[config.mk]
export PLATFORM = sky130hd
export DESIGN_NAME = audio_i2s_link_flat
export DESIGN_NICKNAME = d
export VERILOG_FILES = /design/src/rtl/audio_i2s_link_if.sv /design/src/rtl/audio_i2s_link.sv /design/src/flat_wrapper.sv
export SDC_FILE = /design/constraint.sdc
export NUM_CORES = 1
export LEC_CHECK = 0
export CORE_AREA = 2 2 74 111
export CTS_BUF_LIST = sky130_fd_sc_hd__clkbuf_2
export DETAILED_ROUTE_END_ITERATION = 16
export DIE_AREA = 0 0 76 113
export GPL_ROUTABILITY_DRIVEN = 0
export HOLD_SLACK_MARGIN = 0.03
export PLACE_DENSITY = 0.66
export SYNTH_ARGS = -nofsm -noshare
export SYNTH_HDL_FRONTEND = slang
export SYNTH_SLANG_ARGS = --single-unit
[constraint.sdc]
create_clock -name clk18 -period 3.6 [get_ports clk18]
set_input_delay 0.54 -clock clk18 [delete_from_list [all_inputs] [get_ports clk18]]
set_output_delay 0.54 -clock clk18 [all_outputs]
set_load 0.005 [all_outputs]
[src/rtl/audio_i2s_link_if.sv]
// Codec-side I2S bus of audio_i2s_link: bit clock, word selects and both serial data lines.
// The link block is the bus master and drives every clock; the codec only returns ADC data.
interface audio_i2s_link_if;
    logic oAUD_BCK;
    logic oAUD_LRCK;
    logic oAUD_DATA;
    logic iAUD_ADCDAT;
    logic oAUD_ADCLRCK;

    modport master (
        output oAUD_BCK,
        output oAUD_LRCK,
        output oAUD_DATA,
        output oAUD_ADCLRCK,
        input  iAUD_ADCDAT
    );

    modport slave (
        input  oAUD_BCK,
        input  oAUD_LRCK,
        input  oAUD_DATA,
        input  oAUD_ADCLRCK,
        output iAUD_ADCDAT
    );
endinterface

[src/rtl/audio_i2s_link.sv]
// I2S master: sends one latched mono sample per frame on both DAC channels and
// deserialises the codec's left ADC channel. All bus clocks are divided down from clk18.
module audio_i2s_link #(
    parameter int unsigned BCK_HALF = 6,
    parameter int unsigned WIDTH    = 16
) (
    input  logic             clk18,
    input  logic             reset_n,
    input  logic [WIDTH-1:0] dac_in,
    output logic             frame_strobe,
    output logic [WIDTH-1:0] adc_out,
    output logic             adc_valid,
    audio_i2s_link_if.master aud
);

    localparam int unsigned PreW  = (BCK_HALF > 1) ? $clog2(BCK_HALF) : 1;
    localparam int unsigned HbW   = $clog2(4 * WIDTH);
    localparam int unsigned SlotW = HbW - 1;
    localparam int unsigned IdxW  = $clog2(WIDTH);

    localparam logic [PreW-1:0]  PreLast  = PreW'(BCK_HALF - 1);
    localparam logic [HbW-1:0]   HbLast   = HbW'(4 * WIDTH - 1);
    localparam logic [HbW-1:0]   HbRight  = HbW'(2 * WIDTH);
    localparam logic [SlotW-1:0] SlotLast = SlotW'(WIDTH);

    logic [PreW-1:0]  pre_q, pre_d;
    logic [HbW-1:0]   hb_q, hb_d;
    logic [WIDTH-1:0] w_q;
    logic [WIDTH-2:0] shift_q, shift_d;
    logic [WIDTH-1:0] adc_q, adc_d;
    logic             valid_q, valid_d;
    logic             data_q, data_d;
    logic             lrck_q, lrck_d;

    logic             hb_step;
    logic             frame_start;
    logic             capture;
    logic [SlotW-1:0] slot_q, slot_d;
    logic [IdxW-1:0]  bit_idx;
    int unsigned      slot_mod;

    always_comb begin
        pre_d       = (pre_q == PreLast) ? '0 : pre_q + 1'b1;
        hb_step     = (pre_q == PreLast);
        hb_d        = hb_q;
        if (hb_step) begin
            hb_d = (hb_q == HbLast) ? '0 : hb_q + 1'b1;
        end
        frame_start = (pre_q == '0) && (hb_q == '0);
        slot_q      = hb_q[HbW-1:1];
        slot_d      = hb_d[HbW-1:1];
        lrck_d      = (hb_d >= HbRight);

        // One-BCK delay: slot s carries bit (-s mod WIDTH), so slot 0 still shows the
        // outgoing word's LSB because W is only reloaded at the end of the frame-start cycle.
        slot_mod = 32'(slot_d) % WIDTH;
        bit_idx  = (slot_mod == 0) ? '0 : IdxW'(WIDTH - slot_mod);
        data_d   = data_q;
        if (hb_step && !hb_d[0]) begin
            data_d = w_q[bit_idx];
        end

        // hb_d odd after a step means hb went even->odd: the BCK rising edge.
        capture = hb_step && hb_d[0];
        shift_d = shift_q;
        adc_d   = adc_q;
        valid_d = 1'b0;
        if (capture && (slot_q != '0) && (slot_q <= SlotLast)) begin
            shift_d = {shift_q[WIDTH-3:0], aud.iAUD_ADCDAT};
            if (slot_q == SlotLast) begin
                adc_d   = {shift_q, aud.iAUD_ADCDAT};
                valid_d = 1'b1;
            end
        end
    end

    always_ff @(posedge clk18) begin
        if (!reset_n) begin
            pre_q   <= '0;
            hb_q    <= '0;
            w_q     <= '0;
            shift_q <= '0;
            adc_q   <= '0;
            valid_q <= 1'b0;
            data_q  <= 1'b0;
            lrck_q  <= 1'b0;
        end else begin
            pre_q   <= pre_d;
            hb_q    <= hb_d;
            shift_q <= shift_d;
            adc_q   <= adc_d;
            valid_q <= valid_d;
            data_q  <= data_d;
            lrck_q  <= lrck_d;
            if (frame_start) begin
                w_q <= dac_in;
            end
        end
    end

    // Counters sit at zero throughout reset; gating keeps the strobe low until the release cycle.
    assign frame_strobe     = reset_n && frame_start;
    assign adc_out          = adc_q;
    assign adc_valid        = valid_q;
    assign aud.oAUD_BCK     = hb_q[0];
    assign aud.oAUD_LRCK    = lrck_q;
    assign aud.oAUD_ADCLRCK = lrck_q;
    assign aud.oAUD_DATA    = data_q;

endmodule

[src/flat_wrapper.sv]
// flat-port wrapper written by rule: the top's interface ports become plain ports
module audio_i2s_link_flat 
#(
    parameter int unsigned BCK_HALF = 6,
    parameter int unsigned WIDTH    = 16
)
  (clk18, reset_n, dac_in, frame_strobe, adc_out, adc_valid, aud_oAUD_BCK, aud_oAUD_LRCK, aud_oAUD_DATA, aud_oAUD_ADCLRCK, aud_iAUD_ADCDAT);
  audio_i2s_link_if aud_i ();
  input  logic clk18;
  input  logic reset_n;
  input  logic [WIDTH-1:0] dac_in;
  output logic frame_strobe;
  output logic [WIDTH-1:0] adc_out;
  output logic adc_valid;
  output wire logic [$bits(aud_i.oAUD_BCK)-1:0] aud_oAUD_BCK;
  output wire logic [$bits(aud_i.oAUD_LRCK)-1:0] aud_oAUD_LRCK;
  output wire logic [$bits(aud_i.oAUD_DATA)-1:0] aud_oAUD_DATA;
  output wire logic [$bits(aud_i.oAUD_ADCLRCK)-1:0] aud_oAUD_ADCLRCK;
  input wire logic [$bits(aud_i.iAUD_ADCDAT)-1:0] aud_iAUD_ADCDAT;
  assign aud_oAUD_BCK = aud_i.oAUD_BCK;
  assign aud_oAUD_LRCK = aud_i.oAUD_LRCK;
  assign aud_oAUD_DATA = aud_i.oAUD_DATA;
  assign aud_oAUD_ADCLRCK = aud_i.oAUD_ADCLRCK;
  assign aud_i.iAUD_ADCDAT = aud_iAUD_ADCDAT;
  audio_i2s_link #(.BCK_HALF(BCK_HALF), .WIDTH(WIDTH)) u_core (.clk18(clk18), .reset_n(reset_n), .dac_in(dac_in), .frame_strobe(frame_strobe), .adc_out(adc_out), .adc_valid(adc_valid), .aud(aud_i));
endmodule
==> metrics.md <==
| Metric | Value |
|---|---|
| Status | `finished clean` |
| Hold-fix buffer count after cts | `0` |
| Synth Net Count | `a little under 300` |
| DRT Pass-1 Iters | `4` |
| Seq pwr share | `0.567` |
| Sw frac | `0.263` |
| Max-slew violation count | `0` |
| Post-CTS sizing | `0` |
| Path type of the worst setup path | `reg -> reg` |
| Worst setup path endpoint | `u_core.aud.oAUD_DATA` |
| Io pins | `between 40 and 50` |
| Critical R2R Launch | `u_core.pre_q[1]` |
| CTS clk-pin slew, worst paths | `about 0.19 ns` |
| Top-area cell type share of the netlist area | `0.469` |
| Max clock buf depth | `2` |
| Pwr dens | `~390 nW/um^2` |
| Die area | `between 8000 and 9000 um^2` |
| Arrival @ worst endpoint | `~3.3 ns` |
| Core Region | `7560 um^2` |
| DRC Markers | `0` |
| Seq/Total Area, Yosys | `0.469` |
| CP Cell Sequence | `inv_1, ha_1, nand2_4, mux2i_4, ha_1, mux4_1, mux2_2, a311oi_1, a31oi_1` |
| Drt total wl | `4.99 mm` |
| Peak per-stage delay on the critical path | `just under 0.6 ns` |
| Layout Skew | `0.0303 ns` |
| P_sw | `about 0.00032 W` |
| Initial Utilization | `0.333` |
| Row count | `39` |
| Multi-input combinational cell area | `around 1200 um^2` |
| Uppermost layer routed | `met4` |
| Final Hold Fails | `0` |
| RSZ-0062 raised after global routing | `no` |
| Final setup TNS | `0 ns` |
| Final ANT Viol Nets | `0` |
| Clock Power Share | `0.340` |
| Logic pwr share | `0.093` |
| Critical-path top delay cell | `mux4_1` |
| Internal power | `about 0.00089 W` |
| Tot Pwr | `between 0.001 and 0.0015 W` |
| Min Clock Period, post-route | `2.88 ns` |
| Crit start category | `flip-flop` |
| Initial antenna violation count | `0` |
| WL/cell | `approximately 12 um` |
| Achievable Freq | `around 0.35 GHz` |
| CTS tree | `built` |
| DRT met1 WL | `between 2 and 2.5 mm` |
| Worst min path class | `reg -> reg` |
| Port Buffer Count | `40` |
| # diodes | `0` |
| Cell taking the most area after synthesis | `dfxtp_1` |
| DP Cell Count | `just under 400` |
| Post-synth EDFFs | `0` |
| Total track usage | `0.123` |
| Drt first-iter violations | `slightly above 90` |
| Post-synth ARST share | `0` |
| Root cell of the clock tree | `clkbuf_2` |
| Layout cells sized above 1 | `0.0868` |
| Worst Path Required | `between 3 and 4 ns` |
| Leak pwr | `between 1 and 1.5 nW` |
| Total grt overflow | `0` |
| Slew HR | `0.571` |
| H-Tree Depth | `3` |
| DR vias | `slightly below 2000` |
| CTS buffer count | `9` |
| Synth Area per Inst | `9.36 um^2` |
| First-pass GRT wire length | `8.45 mm` |
| Final period util | `0.800` |
| Netlist cell types | `between 40 and 50` |
| Mapped Cells | `269` |
| Primary FF master, synth | `dfxtp_1` |
| Setup WS post-layout | `slightly above 0.7 ns` |
| Max cap viols | `0` |
| Fillers | `771` |
| Routed met2 length | `2.46 mm` |
| Sink Count | `between 50 and 60` |
| Post CTS Setup Buffer Count | `0` |
| WL met3 | `about 270 um` |
| DPL Wire Length | `3.57 mm` |
| Crit. End Element | `flip-flop` |
| Via density | `4.67` |
| Clock latency at the later pin of the worst-skew pair | `approximately 0.50 ns` |
| Most frequent CP cell | `ha_1` |
| Final setup violation count | `0` |
| Layout Cells excl Fill | `about 410` |
| Syn. warnings | `0` |
| Most area-consuming cells after synthesis | `dfxtp_1, mux2i_1, nor2_1, nand2_1, mux4_1` |
| Max VDD drop | `234 uV` |
| Largest net degree at the start of global routing | `between 50 and 60` |
| Worst R2R Path Depth | `9` |
| FF+latch count, synth | `59` |
| Critical Path Fanout Max | `13` |
| R2r setup slk | `between 0.7 and 0.8 ns` |
| Netlist Area Pre-Place | `roughly 2500 um^2` |
| Die height | `113 um` |
| Area Overhead vs Synth | `23.1%` |
| Sequential cell area | `1180 um^2` |
| Final nets | `331` |
| Die X | `76 um` |
| Worst flop-to-flop path endpoint | `u_core.aud.oAUD_DATA` |
| DP Worst Slack | `0.762 ns` |
| Vias in the first global route | `around 1900` |
| Setup crit start | `u_core.pre_q[1]` |
| Slew at the pin closest to its max-slew limit | `0.642 ns` |
[final cells by class]
| class | instances | share of cell area |
|---|---|---|
| Clock buffer | 9 | 0.0145 |
| Clock inverter | 7 | 0.0222 |
| Inverter | 7 | 0.00847 |
| Multi-Input combinational cell | 187 | 0.399 |
| Sequential cell | 59 | 0.381 |
| Tap cell | 102 | 0.0412 |
| Timing Repair Buffer | 42 | 0.134 |
[worst min-delay path by stage]
stage | start | to | slack, ns | cells past startpoint
finish | u_core.shift_q[11] | u_core.adc_out[12] | 0.46 | 2
global route | u_core.adc_out[3] | u_core.adc_out[3] | 0.49 | 2
CTS | u_core.shift_q[11] | u_core.adc_out[12] | 0.46 | 2
detailed placement | u_core.adc_out[11] | u_core.adc_out[11] | 0.45 | 2
global placement | u_core.adc_out[4] | u_core.adc_out[4] | 0.45 | 2
floorplan | u_core.shift_q[14] | u_core.adc_out[15] | 0.43 | 2
[through the flow]
step / instance area, um^2 / hold WS [ns] / util
CTS: 3100 / 0.465 / 0.410
global route: 3100 / 0.492 / 0.410
floorplan: 2520 / 0.432 / -
global placement: 2990 / 0.446 / 0.395
detailed placement: 2990 / 0.450 / 0.395
finish: 3100 / 0.455 / 0.410
[cells in the mapped netlist (3+ instances only)]
| cell | number |
|---|---|
| and3_1 | 3 |
| inv_1 | 7 |
| buf_4 | 3 |
| nand2_1 | 36 |
| buf_2 | 3 |
| nand3_1 | 6 |
| ha_1 | 6 |
| mux2i_1 | 32 |
| dfxtp_1 | 59 |
| a21oi_1 | 20 |
| nor2_1 | 45 |
| clkbuf_1 | 8 |
| mux4_1 | 4 |
[power by group through the flow]
stage                     logic (W)  registers, W  clock network, W
final                      0.000113      0.000688          0.000413
after global routing       0.000127      0.000692          0.000453
after CTS                  0.000115      0.000689          0.000424
after detailed placement   0.000114      0.000703                 0
after global placement     0.000112      0.000701                 0
after floorplan           0.0000785      0.000696                 0
[placed cells by master, fill, tap and decap left out, types with 2 or more instances in the layout]
cell	instances
a21oi_1	20
mux4_1	4
o211ai_1	2
a211oi_1	2
dfxtp_1	59
clkinv_2	2
nor3_1	2
ha_1	6
buf_4	2
clkdlybuf4s50_1	40
o21ai_0	2
clkinv_4	2
clkbuf_2	9
and3_1	3
nand2_1	36
xor2_1	2
nor2_1	45
mux2i_1	32
nand3_1	6
inv_1	7
[per-layer routing]
metal / track usage / up-vias
met5: 0 / -
met4: 0.0630 / 0
met2: 0.210 / 42
li1: - / 993
met1: 0.135 / 881
met3: 0.0447 / 12
[worst max-delay path: cells and delay by family (launching register included)]
| kind | cells | cell delay, ns |
|---|---|---|
| adders and majority gates | 2 | 0.67 |
| muxes | 3 | 1.13 |
| buffers and inverters | 1 | 0.07 |
| DFF | 1 | 0.35 |
| and+or+nand+nor | 1 | 0.15 |
| AOI/OAI and AO/OA | 2 | 0.42 |
[flip-flops by register name, summed over array words and instances, names as in the netlist]
name,cells
u_core.adc_out,16
u_core.w_q,16
u_core.shift_q,15
u_core.hb_q,6
u_core.pre_q,3
u_core.adc_valid,1
u_core.aud.oAUD_ADCLRCK,1
u_core.aud.oAUD_DATA,1
[logic make-up (layout without fill, tap and decap cells)]
kind of cell	Yosys count	count (layout)	share of synthesized area
flip-flops	59	59	0.469
multiplexers	38	38	0.182
AND/OR/NAND/NOR	107	107	0.189
AO/OA/AOI/OAI	33	33	0.0790
XOR/XNOR	3	3	0.0104
buffers and inverters	23	65	0.0402
adder cells (fa/ha/maj)	6	6	0.0298
(Power assumes the default switching activity.)
